<file path="config.mk">
export PLATFORM = sky130hd
export DESIGN_NAME = eai_mult_seq
export DESIGN_NICKNAME = d
export VERILOG_FILES = /design/src/rtl/eai_mult_seq_pkg.sv /design/src/rtl/eai_outst_cnt.sv /design/src/rtl/eai_mult_seq.sv
export SDC_FILE = /design/constraint.sdc
export NUM_CORES = 1
export LEC_CHECK = 0
export ABC_AREA = 1
export BUFFER_PORTS_ARGS = -buffer_cell sky130_fd_sc_hd__buf_2
export CAP_MARGIN = 40
export CORE_MARGIN = 2
export CORE_UTILIZATION = 50
export DETAILED_ROUTE_END_ITERATION = 16
export PLACE_DENSITY = 0.71
export SYNTH_ARGS = -nofsm -noshare
export SYNTH_HDL_FRONTEND = slang
export SYNTH_SLANG_ARGS = --single-unit
</file>
<file path="constraint.sdc">
create_clock -name clk -period 3.05 [get_ports clk]
set_input_delay 0.305 -clock clk [delete_from_list [all_inputs] [get_ports clk]]
set_output_delay 0.305 -clock clk [all_outputs]
set_load 0.01 [all_outputs]
</file>
<file path="src/rtl/eai_mult_seq_pkg.sv">
// Shared EAI definitions: sequencer state encoding and the MULT CSR address map.
// Imported by the sequencer, the CSR unit and the MAC datapath.
package eai_mult_seq_pkg;

  typedef enum logic [2:0] {
    ST_IDLE  = 3'd0,
    ST_CHECK = 3'd1,
    ST_ISSUE = 3'd2,
    ST_DRAIN = 3'd3,
    ST_DONE  = 3'd4
  } seq_state_e;

  localparam int OUTST_W = 4;

  localparam logic [11:0] CSR_MULT_LHS_BASE   = 12'h100;
  localparam logic [11:0] CSR_MULT_RHS_BASE   = 12'h104;
  localparam logic [11:0] CSR_MULT_DST_BASE   = 12'h108;
  localparam logic [11:0] CSR_MULT_BIAS_BASE  = 12'h10C;
  localparam logic [11:0] CSR_MULT_M          = 12'h110;
  localparam logic [11:0] CSR_MULT_K          = 12'h114;
  localparam logic [11:0] CSR_MULT_N          = 12'h118;
  localparam logic [11:0] CSR_MULT_LHS_STRIDE = 12'h11C;
  localparam logic [11:0] CSR_MULT_RHS_STRIDE = 12'h120;
  localparam logic [11:0] CSR_MULT_DST_STRIDE = 12'h124;

endpackage

</file>
<file path="src/rtl/eai_outst_cnt.sv">
// Saturating up/down count of in-flight jobs; registered outputs, one-cycle update.
// inc while full and dec while empty are dropped; inc together with dec holds the count.
module eai_outst_cnt
  import eai_mult_seq_pkg::*;
#(
  parameter int MAX = 4
) (
  input  logic               clk,
  input  logic               rst_n,
  input  logic               inc,
  input  logic               dec,
  output logic [OUTST_W-1:0] cnt,
  output logic               full,
  output logic               empty
);

  logic [OUTST_W-1:0] cnt_q, cnt_d;

  assign full  = (int'(cnt_q) >= MAX);
  assign empty = (cnt_q == '0);
  assign cnt   = cnt_q;

  always_comb begin
    cnt_d = cnt_q;
    if (inc && !dec && !full) begin
      cnt_d = cnt_q + OUTST_W'(1);
    end else if (dec && !inc && !empty) begin
      cnt_d = cnt_q - OUTST_W'(1);
    end
  end

  always_ff @(posedge clk or negedge rst_n) begin
    if (!rst_n) cnt_q <= '0;
    else        cnt_q <= cnt_d;
  end

endmodule

</file>
<file path="src/rtl/eai_mult_seq.sv">
// Row-major C[m][n] job sequencer: first job two cycles after start, then one per cycle.
// Job fields hold while job_valid & !job_ready; issue pauses at MAX_OUTST in-flight jobs.
module eai_mult_seq
  import eai_mult_seq_pkg::*;
#(
  parameter int REG_WIDTH = 32,
  parameter int MAX_OUTST = 4
) (
  input  logic                 clk,
  input  logic                 rst_n,
  input  logic                 start,
  input  logic [REG_WIDTH-1:0] lhs_base,
  input  logic [REG_WIDTH-1:0] rhs_base,
  input  logic [REG_WIDTH-1:0] dst_base,
  input  logic [REG_WIDTH-1:0] bias_base,
  input  logic [REG_WIDTH-1:0] m,
  input  logic [REG_WIDTH-1:0] k,
  input  logic [REG_WIDTH-1:0] n,
  input  logic [REG_WIDTH-1:0] lhs_row_stride_b,
  input  logic [REG_WIDTH-1:0] rhs_col_stride_b,
  input  logic [REG_WIDTH-1:0] dst_row_stride_b,
  output logic                 job_valid,
  input  logic                 job_ready,
  output logic [REG_WIDTH-1:0] job_lhs_addr,
  output logic [REG_WIDTH-1:0] job_rhs_addr,
  output logic [REG_WIDTH-1:0] job_dst_addr,
  output logic [REG_WIDTH-1:0] job_bias_addr,
  output logic [REG_WIDTH-1:0] job_len,
  output logic                 job_bias_en,
  output logic                 job_last,
  input  logic                 cmpl_valid,
  output logic                 busy,
  output logic                 done,
  output logic                 err_zero
);

  localparam logic [REG_WIDTH-1:0] ONE  = REG_WIDTH'(1);
  localparam logic [REG_WIDTH-1:0] FOUR = REG_WIDTH'(4);

  seq_state_e state_q, state_d;

  logic [REG_WIDTH-1:0] lhs_base_q, rhs_base_q, dst_base_q, bias_base_q;
  logic [REG_WIDTH-1:0] m_q, k_q, n_q;
  logic [REG_WIDTH-1:0] lhs_stride_q, rhs_stride_q, dst_stride_q;
  logic [REG_WIDTH-1:0] r_q, c_q;
  logic [REG_WIDTH-1:0] lhs_acc_q, rhs_acc_q, dst_row_q, dst_acc_q, bias_acc_q;
  logic                 err_zero_q;

  logic               snap_ld, acc_ld, err_set;
  logic               hs, c_wrap, last_job, dims_zero;
  logic [OUTST_W-1:0] outst_cnt;
  logic               outst_full, outst_empty;

  assign hs        = job_valid & job_ready;
  assign c_wrap    = (c_q == n_q - ONE);
  assign last_job  = (r_q == m_q - ONE) & c_wrap;
  assign dims_zero = (m_q == '0) | (n_q == '0) | (k_q == '0);

  eai_outst_cnt #(
    .MAX (MAX_OUTST)
  ) u_outst (
    .clk   (clk),
    .rst_n (rst_n),
    .inc   (hs),
    .dec   (cmpl_valid & ~outst_empty),
    .cnt   (outst_cnt),
    .full  (outst_full),
    .empty (outst_empty)
  );

  always_comb begin
    state_d = state_q;
    snap_ld = 1'b0;
    acc_ld  = 1'b0;
    err_set = 1'b0;
    case (state_q)
      ST_IDLE: begin
        if (start) begin
          snap_ld = 1'b1;
          state_d = ST_CHECK;
        end
      end
      ST_CHECK: begin
        if (dims_zero) begin
          err_set = 1'b1;
          state_d = ST_DONE;
        end else begin
          acc_ld  = 1'b1;
          state_d = ST_ISSUE;
        end
      end
      ST_ISSUE: begin
        if (hs && last_job) state_d = ST_DRAIN;
      end
      ST_DRAIN: begin
        if (outst_cnt == '0) state_d = ST_DONE;
      end
      ST_DONE:  state_d = ST_IDLE;
      default:  state_d = ST_IDLE;
    endcase
  end

  always_ff @(posedge clk or negedge rst_n) begin
    if (!rst_n) state_q <= ST_IDLE;
    else        state_q <= state_d;
  end

  always_ff @(posedge clk or negedge rst_n) begin
    if (!rst_n) begin
      lhs_base_q   <= '0;
      rhs_base_q   <= '0;
      dst_base_q   <= '0;
      bias_base_q  <= '0;
      m_q          <= '0;
      k_q          <= '0;
      n_q          <= '0;
      lhs_stride_q <= '0;
      rhs_stride_q <= '0;
      dst_stride_q <= '0;
      r_q          <= '0;
      c_q          <= '0;
      lhs_acc_q    <= '0;
      rhs_acc_q    <= '0;
      dst_row_q    <= '0;
      dst_acc_q    <= '0;
      bias_acc_q   <= '0;
      err_zero_q   <= 1'b0;
    end else begin
      if (snap_ld) begin
        lhs_base_q   <= lhs_base;
        rhs_base_q   <= rhs_base;
        dst_base_q   <= dst_base;
        bias_base_q  <= bias_base;
        m_q          <= m;
        k_q          <= k;
        n_q          <= n;
        lhs_stride_q <= lhs_row_stride_b;
        rhs_stride_q <= rhs_col_stride_b;
        dst_stride_q <= dst_row_stride_b;
        r_q          <= '0;
        c_q          <= '0;
        err_zero_q   <= 1'b0;
      end
      if (err_set) err_zero_q <= 1'b1;
      if (acc_ld) begin
        lhs_acc_q  <= lhs_base_q;
        rhs_acc_q  <= rhs_base_q;
        dst_row_q  <= dst_base_q;
        dst_acc_q  <= dst_base_q;
        bias_acc_q <= bias_base_q;
      end else if (state_q == ST_ISSUE && hs) begin
        if (c_wrap) begin
          // Row wrap: column-indexed pointers restart, row pointers step.
          c_q        <= '0;
          r_q        <= r_q + ONE;
          rhs_acc_q  <= rhs_base_q;
          bias_acc_q <= bias_base_q;
          lhs_acc_q  <= lhs_acc_q + lhs_stride_q;
          dst_row_q  <= dst_row_q + dst_stride_q;
          dst_acc_q  <= dst_row_q + dst_stride_q;
        end else begin
          c_q        <= c_q + ONE;
          rhs_acc_q  <= rhs_acc_q + rhs_stride_q;
          dst_acc_q  <= dst_acc_q + ONE;
          bias_acc_q <= bias_acc_q + FOUR;
        end
      end
    end
  end

  assign job_valid     = (state_q == ST_ISSUE) & ~outst_full;
  assign job_lhs_addr  = lhs_acc_q;
  assign job_rhs_addr  = rhs_acc_q;
  assign job_dst_addr  = dst_acc_q;
  assign job_bias_addr = bias_acc_q;
  assign job_len       = k_q;
  assign job_bias_en   = (bias_base_q != '0);
  assign job_last      = (state_q == ST_ISSUE) & last_job;
  assign busy          = (state_q != ST_IDLE);
  assign done          = (state_q == ST_DONE);
  assign err_zero      = err_zero_q;

endmodule

</file>
# == Word-level counts from Yosys, hierarchy flattened ==
# Cells that the tools add are included.
# Widths: inputs -> output; s select.
# totals
reg_bits,552
inputBits,325
out_inout_bits,166
elab_cells,111
# op_classes
n_addsub,11
magnitude_cmp,1
eq_ne,9
mux,38
n_bitwise,9
reduce_logical,23
# ops
operator,n
$mux 32,23
$add 32x1->32 const B,3
$add 32x32->32,3
$logic_not 32->1,3
$eq 32x32->1,2
$sub 32x1->32 const B,2
$add 32x3->32 const B,1
$reduce_bool 32->1,1
$mux 3,4
$pmux 3 s4,1
$mux 1,8
$mux 4,2
$reduce_bool 2->1,4
$eq 3x2->1 const B,2
$logic_and 1x1->1,6
$ne 2x2->1 const B,3
$and 1x1->1,5
$add 4x1->4 const B,1
$ge 4x3->1 const B,1
$logic_not 1->1,4
$logic_not 4->1,1
$sub 4x1->4 const B,1
$eq 3x1->1 const B,1
$eq 3x3->1 const B,1
6 further kinds,8

# == Depth between registers and ports, before layout ==
# depth
depth_word,9
ltp_mapped,20
ltp_nobuf,19

# == Hierarchy ==
# From an unflattened synthesis, not the netlist that was laid out.
# hier_totals
cells_unflattened,4794
hier_area_um2,34136.5
# modules_own_cells
mod,n_inst,cells_per_inst,area_each_um2,seq_area_each_um2
eai_mult_seq,1,4756,33823.7,13713.2
eai_outst_cnt,1,38,312.8,100.1

# == Worst setup path after synthesis ==
# Ideal clock, no wire load.
# synth_path
path_type,reg2reg
from,register state_q[0]
to,register u_outst.cnt_q[3] (netlist: u_outst.cnt[3])
t_arrival_ns,2.660
setup_slack_ns,0.267
path_stages_with_launch,12
n_path_buf,0
synth_period_minus_slack_ns,2.783
cell_sequence,dfrtp_1 nor2_1 nand2_1 nor3_1 nand2_1 inv_1 nand2_1 ha_1 and3_1 a211oi_1 mux2_2 xnor2_1
# synth_between
elab_chain_cells,7
elab_cells_between_ends,10
# synth_lines
element,line,source
start: declaration,eai_mult_seq.sv:40,"seq_state_e state_q, state_d;"
start signal: assignment,eai_mult_seq.sv:105,else state_q <= state_d;
$eq 3x2->1 *,eai_mult_seq.sv:171,assign job_valid = (state_q == ST_ISSUE) & ~outst_full;
$and 1x1->1 *,eai_mult_seq.sv:171,
via job_valid,eai_mult_seq.sv:22,"output logic job_valid,"
$and 1x1->1 *,eai_mult_seq.sv:54,assign hs = job_valid & job_ready;
$logic_not 1->1,eai_outst_cnt.sv:27,end else if (dec && !inc && !empty) begin
$logic_and 1x1->1 (2 in series),eai_outst_cnt.sv:27,
$reduce_bool 2->1 (no source line),-,
end signal: assignment,eai_outst_cnt.sv:34,else cnt_q <= cnt_d;
end: declaration,eai_outst_cnt.sv:17,"logic [OUTST_W-1:0] cnt_q, cnt_d;"
# Mark *: on every way through the listed nets, which the timed path passes. The rest lies on a longest branch.
# A chain may end at the register's enable or synchronous reset.

# == Worst setup path after layout ==
# layout_path
from,register n_q[3]
to,output port job_last
# layout_between
elab_chain_cells,4
# layout_lines
element,line,source
start: declaration,eai_mult_seq.sv:43,"logic [REG_WIDTH-1:0] m_q, k_q, n_q;"
start signal: assignment,eai_mult_seq.sv:136,n_q <= n;
$sub 32x1->32,eai_mult_seq.sv:55,assign c_wrap = (c_q == n_q - ONE);
$eq 32x32->1,eai_mult_seq.sv:55,
$and 1x1->1,eai_mult_seq.sv:56,assign last_job = (r_q == m_q - ONE) & c_wrap;
$and 1x1->1,eai_mult_seq.sv:178,assign job_last = (state_q == ST_ISSUE) & last_job;
end: declaration,eai_mult_seq.sv:30,"output logic job_last,"
# Every way passes these cells.

==> impl_metrics.env <==
export IMPL_timing_fmax_mhz=289
export IMPL_endpoint_kind="output pin"
export IMPL_pre_cts_slack_ps=36.0
export IMPL_synth_top_family_by_area="simple AND/OR/NAND/NOR gates"
export IMPL_numCtsBuffers=66
export IMPL_worst_pin_slew_ps=914
export IMPL_crit_fanout=6
export IMPL_status="complete, but fails checks"
export IMPL_antenna_found_initial=6
export IMPL_min_path_type="input pin to register"
export IMPL_hold_violations=0
export IMPL_cts_tree="built"
export IMPL_post_synth_num_cell_types=56
export IMPL_synth_seq_cells=552
export IMPL_required_ps=2740
export IMPL_port_buffers=490
export IMPL_register_area_um2=13800
export IMPL_place_gp_congestion=0.982
export IMPL_start_kind="register"
export IMPL_die_x_um=263
export IMPL_layout_min_cycle_time_ps=3460
export IMPL_fin_ws_ps=-407
export IMPL_fin_crit_sh_pct=113
export IMPL_drv_cap=0
export IMPL_grt_max_degree=142
export IMPL_whs_ps=28.9
export IMPL_synth_ff_type="dfrtp_1"
export IMPL_start_util_pct=50.7
export IMPL_gr_total_overflow=0
export IMPL_avgSynthCellArea_um2=7.20
export IMPL_clkSlewWorstSetupHoldPaths_ps=60
export IMPL_num_nets_final=5905
export IMPL_synth_cells=4648
export IMPL_maxSlewHeadroom_pct=39.1
export IMPL_synthSimpleGateAreaFrac_pct=31.6
export IMPL_rsz0062_at_grt="true"
export IMPL_dp_hpwl_um=81300
export IMPL_cts_buffer_depth=3
export IMPL_rows=94
export IMPL_critPathKind="register to output pin"
export IMPL_synth_edf_count=0
export IMPL_avgViaCountPerCell=5.42
export IMPL_wl_um=116000
export IMPL_wl_per_cell_um=18.2
export IMPL_place_inst=5931
export IMPL_dieArea_um2=69000
export IMPL_drtIter0Drc=2979
export IMPL_synthXorXnorAreaFrac_pct=6.00
export IMPL_core_area_um2=66000
export IMPL_muxShareOfSynthArea_pct=0.101
export IMPL_io_pins=491
export IMPL_seq_area_frac_synth_pct=41.3
export IMPL_area_delta_synth_final_pct=28.9
export IMPL_die_h_um=263
export IMPL_cellPowerDensity_nw_per_um2=1090
export IMPL_synth_compound_area_share_pct=10.4
export IMPL_setup_violations=4
export IMPL_insertion_delay_ps=630
export IMPL_synth_nets=5079
export IMPL_fin_cells=6396
export IMPL_cts_sinks=552
export IMPL_vias=34600
export IMPL_grt_pass1_vias=34500
export IMPL_grt_usage_pct=33.1
export IMPL_h_tree_depth=3
export IMPL_clock_skew_ps=27.6
export IMPL_drc=0
export IMPL_netlist_area_um2=33500
export IMPL_ir_drop_mv=0.603
export IMPL_synthAdderAreaFrac_pct=4.05
export IMPL_drv_slew=0
export IMPL_fill_cells=5608
export IMPL_antenna_left=0
export IMPL_violations="negative setup slack"
export IMPL_synthArstFlopShare_pct=100
export IMPL_layout_drive_gt1_share_pct=14.6
export IMPL_grt_first_pass_wirelength_um=183000
export IMPL_multi_input_area_um2=17700
export IMPL_ys_warn_count=0
export IMPL_cts_root_buf="clkbuf_16"
export IMPL_dr_pass1_iters=6
export IMPL_leakage_nw=21.6
export IMPL_crit_arrival_ps=3150
[per-stage QoR]
stage               instance area, um^2  util, %  power (mW)  TNS, ps
global route                      43100     65.4        50.9    -3360
floorplan                         33500        -        29.6        0
finish                            43100     65.4        47.1    -1350
global placement                  37300     56.5        36.9        0
detailed placement                37300     56.5        37.3        0
CTS                               42900     65.0        46.4     -933
[cells in the mapped netlist, drive strengths merged (57+ instances only)]
cell type / count / area, um^2
o211ai: 77 / 578
nand2: 1745 / 6580
nor3: 57 / 285
a21oi: 182 / 911
ha: 102 / 1280
clkbuf: 118 / 443
dfrtp: 552 / 13800
o21ai: 257 / 1290
nand3: 241 / 1210
xor2: 153 / 1360
nand4: 63 / 394
xnor2: 71 / 622
nor2: 417 / 1650
inv: 399 / 1500
[kinds of logic after synthesis]
| logic type | after synthesis |
|---|---|
| DFF | 552 |
| adders and majority gates | 106 |
| muxes | 3 |
| AOI/OAI and AO/OA | 612 |
| buffers and inverters | 558 |
| and+or+nand+nor | 2592 |
| xor gates and xnor gates | 225 |
[layer usage]
metal  part of all wire (%)  track usage (%)  up-vias
met5                  0.023                0        -
met4                    5.1             15.9        4
met3                    7.3             6.29      371
met2                     46             53.6     1426
met1                     42             42.7    16200
li1                       -                -    16600
[critical path, stage by stage, from the launching register on]
cell      delay, ps
dfrtp_2         460
nor2_4          170
nand2_1          80
nor2_1          220
nand2_2         200
xnor2_1         190
nand2_1          70
nor2_1           90
nand2_1          70
nor2_1          110
nand3_1         100
nor2_1          130
nand3_2         140
nand3b_1        230
nor2_2          130
buf_2           150
[worst paths after layout]
| kind | from | to | slack [ps] | cells past startpoint |
|---|---|---|---|---|
| setup / recovery | n_q[3] | job_last | -410 | 15 |
| max in group asynchronous | rst_n | rhs_base_q[13] | 1870 | 4 |
| hold / removal | m[21] | m_q[21] | 30 | 3 |
| min in group asynchronous | rst_n | m_q[11] | 210 | 2 |
| hold reg to reg | dst_base_q[22] | dst_base_q[22] | 470 | 2 |
| setup reg to reg | n_q[3] | r_q[11] | -320 | 26 |
[area by class of cell]
type                    count  area share [%]
diodes                      6          0.0348
clock buffers              93            4.44
clock inverters            27           0.806
inverters                 399            3.49
multi-input cells        3538            41.0
flip-flops and latches    552            32.0
well taps                 864            2.51
repair buffers            917            15.7
[timing repair]
item / in CTS / in global routing
buffers inserted: 18 / 10
pin swaps: 10 / 13
resized for setup: 42 / 21
hold buffers: 309 / 0
endpoints found under the setup margin: 1 / 192
hold endpoints to repair: 352 / 0
gates cloned: 0 / 2
[layout by cell type (no fill, tap or decap), types with 91 or more instances in the layout]
cell type	count
a21oi_1	181
buf_2	489
buf_4	91
dfrtp_1	548
dlygate4sd3_1	309
ha_1	100
inv_1	390
nand2_1	1730
nand3_1	233
nor2_1	385
o21ai_0	232
xor2_1	149
[power by group]
part           internal, mW  switching (mW)  total [mW]
logic                  9.46            16.1        25.6
clock network          4.93            3.33        8.26
registers              10.5            2.80        13.3
total                  24.9            22.2        47.1
Note: power is estimated with default switching activity, not from simulation.
